===== src/rtl/br_port_master.sv =====
// Initiator for the 32x32 register bank: zero-fills the bank after reset, then
// issues pipelined operand reads and writebacks with write-to-read bypass.
module br_port_master #(
  parameter int NREG          = 32,
  parameter int ABITS         = 5,
  parameter int DW            = 32,
  parameter int ZERO_REG_RO   = 1,
  parameter int INIT_ON_RESET = 1
) (
  input  logic             clk,
  input  logic             rst,
  input  logic             rd_valid,
  output logic             rd_ready,
  input  logic [ABITS-1:0] rs_addr,
  input  logic [ABITS-1:0] rt_addr,
  output logic             op_valid,
  output logic [DW-1:0]    op_a,
  output logic [DW-1:0]    op_b,
  input  logic             wr_valid,
  output logic             wr_ready,
  input  logic [ABITS-1:0] wr_addr,
  input  logic [DW-1:0]    wr_data,
  output logic             br_we,
  output logic [ABITS-1:0] br_ar1,
  output logic [ABITS-1:0] br_ar2,
  output logic [ABITS-1:0] br_aw,
  output logic [DW-1:0]    br_din,
  input  logic [DW-1:0]    br_dr1,
  input  logic [DW-1:0]    br_dr2,
  output logic             init_done
);

  typedef enum logic {S_INIT, S_RUN} state_t;

  localparam logic [ABITS-1:0] LAST_REG    = ABITS'(NREG - 1);
  localparam state_t           RESET_STATE = (INIT_ON_RESET != 0) ? S_INIT : S_RUN;
  localparam logic             RESET_DONE  = (INIT_ON_RESET == 0);

  state_t           state, state_nxt;
  logic [ABITS-1:0] cnt, cnt_nxt;
  logic             rd_pend, rd_pend_nxt;

  logic             rd_acc, wr_acc, wr_drop;
  logic             rdy_nxt, done_nxt, we_nxt, opv_nxt;
  logic [ABITS-1:0] aw_nxt, ar1_nxt, ar2_nxt;
  logic [DW-1:0]    din_nxt, opa_nxt, opb_nxt;
  logic [DW-1:0]    cap_a, cap_b;

  assign rd_acc  = rd_valid && rd_ready;
  assign wr_acc  = wr_valid && wr_ready;
  assign wr_drop = (ZERO_REG_RO != 0) && (wr_addr == '0);

  always_ff @(posedge clk) begin
    if (rst) begin
      state <= RESET_STATE;
      cnt   <= '0;
    end else begin
      state <= state_nxt;
      cnt   <= cnt_nxt;
    end
  end

  always_comb begin
    state_nxt = state;
    cnt_nxt   = cnt;
    if (state == S_INIT) begin
      cnt_nxt = cnt + 1'b1;
      if (cnt == LAST_REG) begin
        state_nxt = S_RUN;
      end
    end
  end

  // Operand capture: register 0 reads as zero, otherwise a write on the bus
  // this cycle to the same address overrides the bank's stale read data.
  always_comb begin
    cap_a = br_dr1;
    cap_b = br_dr2;
    if ((ZERO_REG_RO != 0) && (br_ar1 == '0)) begin
      cap_a = '0;
    end else if (br_we && (br_aw == br_ar1)) begin
      cap_a = br_din;
    end
    if ((ZERO_REG_RO != 0) && (br_ar2 == '0)) begin
      cap_b = '0;
    end else if (br_we && (br_aw == br_ar2)) begin
      cap_b = br_din;
    end
  end

  always_comb begin
    rdy_nxt     = (state == S_RUN);
    done_nxt    = init_done || (state == S_RUN);
    we_nxt      = 1'b0;
    aw_nxt      = br_aw;
    din_nxt     = br_din;
    ar1_nxt     = br_ar1;
    ar2_nxt     = br_ar2;
    rd_pend_nxt = 1'b0;
    opv_nxt     = 1'b0;
    opa_nxt     = op_a;
    opb_nxt     = op_b;

    case (state)
      S_INIT: begin
        we_nxt  = 1'b1;
        aw_nxt  = cnt;
        din_nxt = '0;
      end
      S_RUN: begin
        if (wr_acc && !wr_drop) begin
          we_nxt  = 1'b1;
          aw_nxt  = wr_addr;
          din_nxt = wr_data;
        end
        if (rd_acc) begin
          ar1_nxt     = rs_addr;
          ar2_nxt     = rt_addr;
          rd_pend_nxt = 1'b1;
        end
      end
      default: begin
        we_nxt = 1'b0;
      end
    endcase

    if (rd_pend) begin
      opv_nxt = 1'b1;
      opa_nxt = cap_a;
      opb_nxt = cap_b;
    end
  end

  // Every port output is a flop; reset flushes the read/write pipeline.
  always_ff @(posedge clk) begin
    if (rst) begin
      rd_ready  <= 1'b0;
      wr_ready  <= 1'b0;
      init_done <= RESET_DONE;
      br_we     <= 1'b0;
      br_aw     <= '0;
      br_din    <= '0;
      br_ar1    <= '0;
      br_ar2    <= '0;
      rd_pend   <= 1'b0;
      op_valid  <= 1'b0;
      op_a      <= '0;
      op_b      <= '0;
    end else begin
      rd_ready  <= rdy_nxt;
      wr_ready  <= rdy_nxt;
      init_done <= done_nxt;
      br_we     <= we_nxt;
      br_aw     <= aw_nxt;
      br_din    <= din_nxt;
      br_ar1    <= ar1_nxt;
      br_ar2    <= ar2_nxt;
      rd_pend   <= rd_pend_nxt;
      op_valid  <= opv_nxt;
      op_a      <= opa_nxt;
      op_b      <= opb_nxt;
    end
  end

endmodule


===== config.mk =====
export PLATFORM = sky130hd
export DESIGN_NAME = br_port_master
export DESIGN_NICKNAME = d
export VERILOG_FILES = /design/src/rtl/br_port_master.sv
export SDC_FILE = /design/constraint.sdc
export NUM_CORES = 1
export LEC_CHECK = 0
export ABC_CLOCK_PERIOD_IN_PS = 5260
export BUFFER_PORTS_ARGS = -buffer_cell sky130_fd_sc_hd__buf_2
export CAP_MARGIN = 20
export CORE_MARGIN = 2
export CORE_UTILIZATION = 53
export CTS_BUF_LIST = sky130_fd_sc_hd__clkbuf_4
export CTS_CLUSTER_SIZE = 24
export DETAILED_ROUTE_END_ITERATION = 10
export GPL_TIMING_DRIVEN = 0
export PLACE_DENSITY = 0.89
export SLEW_MARGIN = 20
export SYNTH_ARGS = -nofsm -noshare
export SYNTH_HDL_FRONTEND = slang
export SYNTH_SLANG_ARGS = --single-unit

===== constraint.sdc =====
create_clock -name clk -period 5.26 [get_ports clk]
set_clock_uncertainty 0.15 [all_clocks]
set_input_delay 0.263 -clock clk [delete_from_list [all_inputs] [get_ports clk]]
set_output_delay 0.263 -clock clk [all_outputs]
set_load 0.05 [all_outputs]

==> qor.yml, run 1 <==
antenna_found_initial: 1
portBuffers: 229
synth_nets: 761
initial_utilization_pct: 54.0
ir_drop_v: 0.000143
rows: 36
status: "complete, but fails checks"
wirelength_um: 21500
cts_max_level: 4
ys_seq_elements: 122
syn_to_final_growth_pct: 51.3
synthCells: 644
die_w_um: 103
die_y_um: 103
grt_util_met1_pct: 45.3
core-area_um2: 9680
vias: 6855
clk_pin_slew_ns: 0.11
finalSetupViolCount: 0
post_cts_buffers: 0
fillers: 596
cts_tree: "yes"
grt_max_degree: 17
synth.cell_area_um2: 5230
grt_pass1_wl_um: 32700
grt.met2_usage_pct: 66.0
grt_use_met3_pct: 11.4
ys_warn_count: 0
cts-resized-gates: 0
fmax_ghz: 0.408
final_hold_viol_count: 0
insertion_delay_ns: 0.51
dr.pass1.iters: 11
cts.sinks: 122
tightest_slew_ns: 1.02
drive_above_1_share_pct: 28.8
start_kind: "register"
cap_violations: 0
nets: 1116
synth_ff_type: "dfxtp_1"
grt_use_total_pct: 39.6
power_density_nw_per_um2: 234
drc: 2
final_antenna_net_count: 0
pin_count: 231
p_leak_uw: 0.00333
crit_path_end_kind: "register"
die_area_um2: 10700
design_area_um2: 7910
cts_root_buf: "clkbuf_4"
min_path_type: "in -> reg"
synth_cell_types: 30
cts_buffers: 17
rsz0062_at_grt: "false"
violations: "design-rule violations"
hpwl_um: 13000
timing.final.crit_share_pct: 46.6
period_minus_slack_ns: 2.45
wl_per_cell_um: 18.7
synth-edff-count: 0
gp_congestion: 0.913
avgSynthCellArea_um2: 8.12
critical_path_arrival_ns: 2.70
slew_headroom_pct: 31.6
synth-async-reset-ratio_pct: 0
top_usage_layer: "met2"
drt_first_iter_violations: 518
grt_pass1_vias: 6658
clockBufferDepth: 2
layout_commonest_cell: "buf_2"
required_ns: 5.51
yosysSeqAreaShare_pct: 46.7
gr-total-overflow: 0
viasPerCell: 5.98
placement.cell_area_um2: 6540
critPathMaxFanout: 10
report.final.slew_viol_count: 0
fin_tns_setup_ns: 0
crit_type: "reg -> reg"
final_cell_mix: "buf_2, nand2_1, dfxtp_1, dlygate4sd3_1"
## per-layer routing
metal  wire, um  vias to the layer above
met3       2310                      148
met4       1300                        0
li1           -                     3017
met1       7570                     3101
met5          0                        -
met2      10300                      589
## area by class of cell
class | instances | area [um2] | share of cell area (%)
Clock buffer | 19 | 143 | 1.80
Tap cell | 133 | 166 | 2.10
Sequential cell | 122 | 2440 | 30.9
Antenna cell | 1 | 2.50 | 0.0316
Multi-Input combinational cell | 453 | 2470 | 31.3
Inverter | 2 | 7.51 | 0.0949
Buffer | 67 | 305 | 3.86
Clock inverter | 13 | 153 | 1.93
Timing Repair Buffer | 336 | 2220 | 28.0
## synthesized netlist by cell type, types with 2 or more instances
master      n  area [um2]
nor2_1     14        52.6
and2_1      2        12.5
a21oi_2     2        17.5
mux2_2      5        56.3
nor3_1     12        60.1
buf_4       4        30.0
buf_1       3        11.3
nand3_1    65         325
nand4_1    65         407
buf_6       3        33.8
inv_1       2        7.51
o211ai_1   64         480
mux2i_1     2        20.0
buf_2      13        65.1
xnor2_1     3        26.3
and3_1      2        12.5
xor2_1     10        87.6
nand2_1   148         556
ha_1        2        25.0
and2_0      2        12.5
a21oi_1    48         240
clkbuf_1   44         165
dfxtp_1   122        2440
## path summary, 6_finish.rpt
path,start,endpoint,slack (ns),depth (start not counted)
setup / recovery,br_aw[0],op_b[3],2.81,6
hold / removal,wr_addr[2],br_aw[2],0.03,4
hold reg to reg,op_b[23],op_b[23],0.33,2
setup reg to reg,br_aw[0],op_b[3],2.81,6
## state kept, by name, indices dropped and copies added, names as in the netlist
name,cells
wr_ready,1
br_ar2,5
br_din,32
op_b,32
init_done,1
op_valid,1
br_we,1
op_a,32
br_ar1,5
rd_pend,1
cnt,5
rdy_nxt,1
br_aw,5
## worst max-delay path: stages (launching register included)
cell and delay [ns]:
dfxtp_1 0.38, xor2_1 0.19, nor4_2 0.89, and2_1 0.23, buf_2 0.17, buf_4 0.20
o211ai_1 0.12
## per-stage QoR
| step | util (%) | std cells | total power [uW] | setup WS [ns] | hold WS [ns] |
|---|---|---|---|---|---|
| 6_report | 81.7 | 1146 | 1850 | 2.81 | 0.0350 |
| 5_1_grt | 81.7 | 1146 | 1910 | 2.71 | 0.0254 |
| 4_1_cts | 81.6 | 1145 | 1830 | 2.89 | 0.0124 |
| 3_5_place_dp | 67.5 | 1006 | 1100 | 2.93 | 0.306 |
| 3_3_place_gp | 67.5 | 1006 | 1090 | 2.93 | 0.297 |
| 2_1_floorplan | - | 644 | 1020 | 3.20 | 0.249 |
## report_power, final
part | leakage (uW) | switching, uW | internal [uW]
registers | 0.000983 | 5.17 | 927
logic | 0.00218 | 114 | 103
clock network | 0.000163 | 367 | 337
total | 0.00333 | 486 | 1370
## what timing repair did
item	in CTS	in global routing
hold endpoints to repair	106	0
setup endpoints to repair	0	0
hold buffers	107	0
## kinds of logic (layout without fill, tap and decap cells)
kind of cell    after synthesis  after routing  share of synthesized area (%)
simple gates                315            315                           28.6
flops                       122            122                           46.7
compound gates              116            116                           14.6
buf+inv                      69            437                           5.99
xor+xnor                     13             13                           2.18
mux                           7              7                           1.46
fa+ha+maj                     2              2                          0.479
other cells                   0              1                              0
(Power assumes the default switching activity.)
==> inputs of run 2 (changes only) <==
- ABC_CLOCK_PERIOD_IN_PS: 5260 -> 2520
- CORE_UTILIZATION: 53 -> 49
- PLACE_DENSITY: 0.89 -> 0.83
- clock period: 5.26 -> 2.52 ns (I/O delays scaled with it)
==> qor.yml, run 2 (synthesis gave the netlist of run 1 again) <==
status: "finished, final reports clean"
timing.final.crit_share_pct: 99.1
tightest_slew_ns: 0.930
grt_use_total_pct: 34.3
min_path_type: "in -> reg"
drt_first_iter_violations: 553
finalSetupViolCount: 0
critical_path_arrival_ns: 2.74
grt_max_degree: 17
crit_type: "in -> reg"
post_cts_buffers: 0
fin_ws_ns: 0.0235
topRoutingLayerUsed: "met4"
cp_cell_sequence: "dlygate4sd3_1, buf_2, or4_4, o211a_1, buf_2, buf_2, nand3_1, a21oi_1, dlygate4sd3_1"
gp_congestion: 0.895
core-area_um2: 10300
path_delay_family: "buffers and inverters"
cts_buffers: 17
cts_max_level: 4
die_y_um: 107
multi_input_area_um2: 2480
cts_tree: "yes"
met1_length_um: 7980
die_area_um2: 11500
crit_buf_inv: 5
cts_root_buf: "clkbuf_4"
path_common_cell: "buf_2"
final_hold_viol_count: 0
cts.sinks: 122
crit_cells: 9
r2r_cells: 5
required_ns: 2.77
viasPerCell: 5.59
layout_commonest_cell: "buf_2"
p_leak_uw: 0.00336
fillers: 701
fin_tns_setup_ns: 0
nets: 1125
slowest_delay_ns: 0.58
p_total_uw: 3760
initial_utilization_pct: 50.6
clockBufferDepth: 2
rsz0062_at_grt: "false"
wl_per_cell_um: 17.5
slew_headroom_pct: 37.8
insertion_delay_ns: 0.50
placement.cell_area_um2: 6540
wl_met3_um: 1620
crit_path_end_kind: "register"
fmax_ghz: 0.401
seq_area_um2: 2440
gr-total-overflow: 0
syn_to_final_growth_pct: 52.8
crit_path_top_delay_cell: "dlygate4sd3_1"
wl_met2_um: 9920
drc: 0
portBuffers: 229
power_density_nw_per_um2: 471
drive_above_1_share_pct: 28.4
wirelength_um: 20200
hpwl_um: 12900
cap_violations: 0
dp_slack_ns: 0.188
antenna_found_initial: 1
rows: 37
die_w_um: 107
utilization_pct: 77.3
period_minus_slack_ns: 2.50
design_area_um2: 7990
grt_pass1_wl_um: 31000
final_antenna_net_count: 0
clk_pin_slew_ns: 0.11
report.final.slew_viol_count: 0
holdPathStages: 5
vias: 6465
start_kind: "input port"
grt_pass1_vias: 6219
reg_top3: "br_din (32), op_a (32), op_b (32)"
dr.pass1.iters: 7
final_cell_mix: "buf_2, nand2_1, dfxtp_1, dlygate4sd3_1"
pin_count: 231
ir_drop_v: 0.000350
critPathMaxFanout: 10
## run 2: area by class of cell
| type | count | area share, % |
|---|---|---|
| plain buffers | 67 | 3.82 |
| inverters | 2 | 0.0940 |
| well taps | 136 | 2.13 |
| diodes | 1 | 0.0313 |
| flip-flops and latches | 122 | 30.6 |
| clock inverters | 12 | 1.60 |
| clock buffers | 19 | 1.79 |
| repair buffers | 345 | 28.9 |
| multi-input cells | 453 | 31.1 |
## run 2: worst min-delay path, delay by kind of cell
| kind | cells | cell delay (ns) |
|---|---|---|
| buf+inv | 2 | 0.26 |
| compound gates | 2 | 0.16 |
| simple gates | 1 | 0.11 |
## run 2: repair_timing
action	4_1_cts	5_1_grt
hold buffers	116	0
endpoints found under the hold margin	120	0
gates resized for setup	0	1
setup endpoints to repair	0	13
## run 2: metal layers
metal,GRT usage [%],vias up
met2,58.7,369
met4,14.1,0
li1,-,3024
met5,0,-
met3,7.08,76
met1,42.0,2996
## run 2: worst paths after layout
check / from / to / slack, ns
max reg2reg: rdy_nxt / br_din[1] / 0.24
min reg2reg: op_b[1] / op_b[1] / 0.33
max: wr_addr[2] / br_din[1] / 0.02
min: wr_valid / br_aw[2] / 0.04
## run 2: power breakdown
group | leakage [uW] | internal [uW] | switching [uW]
Clock | 0.000142 | 600 | 761
Combinational | 0.00223 | 223 | 229
Sequential | 0.000983 | 1940 | 9.52
## run 2: through the flow
step,hold slack (ns),instances
after global routing,0.0344,1157
final,0.0431,1157
after floorplan,0.112,644
after CTS,0.0218,1156
after detailed placement,0.223,1009
after global placement,0.222,1009
==> inputs of run 3 (changes only) <==
- CORE_ASPECT_RATIO: not set -> 0.7
==> qor.yml, run 3 (synthesis gave the netlist of run 1 again) <==
antenna_found_initial: 0
grt_max_degree: 17
ir_drop_v: 0.000332
cts.sinks: 122
drc: 0
final_hold_viol_count: 0
vias: 6643
p_leak_uw: 0.00332
switchingPower_uw: 968
cts_root_buf: "clkbuf_4"
utilization_pct: 76.3
rsz0062_at_grt: "false"
cts_buffers: 17
wl_met3_um: 2060
min_path_type: "in -> reg"
drt_first_iter_violations: 687
viasPerCell: 5.77
antennaDiodeCount: 0
layout_commonest_cell: "buf_2"
placement.cell_area_um2: 6540
portBuffers: 229
violations: "negative setup slack"
met1_length_um: 8290
report.final.slew_viol_count: 0
tightest_slew_ns: 1.06
clkPwrFrac_pct: 31.2
power_density_nw_per_um2: 441
cp_cell_sequence: "xor2_1, nor4_2, and2_1, buf_2, buf_4, o211ai_1"
finalSetupViolCount: 3
dp_slack_ns: 0.142
swShare_pct: 27.7
cts-resized-gates: 0
initial_utilization_pct: 50.5
status: "complete, but fails checks"
cts_tree: "yes"
insertion_delay_ns: 0.51
die_w_um: 127
hpwl_um: 13100
grt_pass1_wl_um: 31800
cap_violations: 0
die_y_um: 90.4
drive_above_1_share_pct: 27.9
cts_max_level: 4
rows: 31
gr-total-overflow: 0
final_cell_mix: "buf_2, nand2_1, dfxtp_1, dlygate4sd3_1"
start_kind: "register"
dr.pass1.iters: 6
crit_path_top_delay_cell: "nor4_2"
ctsHoldBuffers: 117
wl_met2_um: 9410
pin_count: 231
reg2reg_slack_ns: -0.009
multi_input_area_um2: 2470
wl_per_cell_um: 17.7
period_minus_slack_ns: 2.53
share_seq_of_total_power_pct: 55.8
crit_path_end_kind: "register"
slew_headroom_pct: 28.7
grt_use_total_pct: 34.6
clk_pin_slew_ns: 0.11
finalNonFillerCells: 1152
path_delay_family: "simple AND/OR/NAND/NOR gates"
post_cts_buffers: 0
fillers: 747
crit_buf_inv: 2
topRoutingLayerUsed: "met4"
timing.final.crit_share_pct: 100
design_area_um2: 7910
slowest_delay_ns: 0.93
p_comb_share_pct: 13.1
seq_area_um2: 2440
grt_pass1_vias: 6323
hold_slack_ns: 0.0276
required_ns: 2.76
critical_path_arrival_ns: 2.77
critPathMaxFanout: 10
reg_top3: "br_din (32), op_a (32), op_b (32)"
gp_congestion: 0.874
final_antenna_net_count: 0
core-area_um2: 10400
internal_power_uw: 2520
nets: 1126
wirelength_um: 20400
clockBufferDepth: 2
die_area_um2: 11500
crit_type: "reg -> reg"
fmax_ghz: 0.395
dpl.cell_count: 1005
syn_to_final_growth_pct: 51.3
fin_ws_ns: -0.00854
## run 3: changes by cell type in the layout (fill, tap and decap cells not counted)
cell,change
clkinv_2,+1
nor4_4,-1
bufinv_16,-2
clkbuf_4,-1
dlygate4sd3_1,+1
nor4_2,+1
clkinv_4,-3
clkinv_1,+4
diode_2,-1
## run 3: cell type report
type / count / area share, %
multi-input combinational: 453 / 31.3
sequential: 122 / 30.9
timing repair buffer: 346 / 29.3
buffer: 67 / 3.86
tap: 132 / 2.09
clock buffer: 18 / 1.71
clock inverter: 12 / 0.776
inverter: 2 / 0.0950
## run 3: worst reg2reg max path: cells and delay by family (launching register included)
kind            cells  cell delay, ns
compound gates      1            0.13
xor+xnor            1            0.19
buf+inv             2            0.41
flops               1            0.38
simple gates        2            1.16
## run 3: routing by layer
metal / vias up / global-route usage (%)
li1: 3033 / -
met1: 3062 / 43.7
met2: 464 / 56.2
met3: 84 / 9.12
met4: 0 / 14.1
met5: - / 0
## run 3: stage by stage
step | setup TNS [ns] | total power [uW]
after detailed placement | 0 | 2290
final | -0.0171 | 3490
after global routing | 0 | 3600
after CTS | 0 | 3470
after global placement | 0 | 2290
after floorplan | 0 | 2130
## run 3: power groups by stage
stage | registers, uW | logic [uW] | clock network (uW)
2_1_floorplan | 2000 | 136 | 0
6_report | 1940 | 456 | 1090
5_1_grt | 1950 | 484 | 1170
3_3_place_gp | 1990 | 300 | 0
4_1_cts | 1940 | 438 | 1090
3_5_place_dp | 1990 | 302 | 0
## run 3: path summary, 6_finish.rpt
check / from / endpoint / depth (start not counted)
max: br_aw[0] / op_b[7] / 6
min: wr_valid / br_aw[4] / 5
max reg2reg: br_aw[0] / op_b[7] / 6
min reg2reg: op_a[19] / op_a[19] / 2
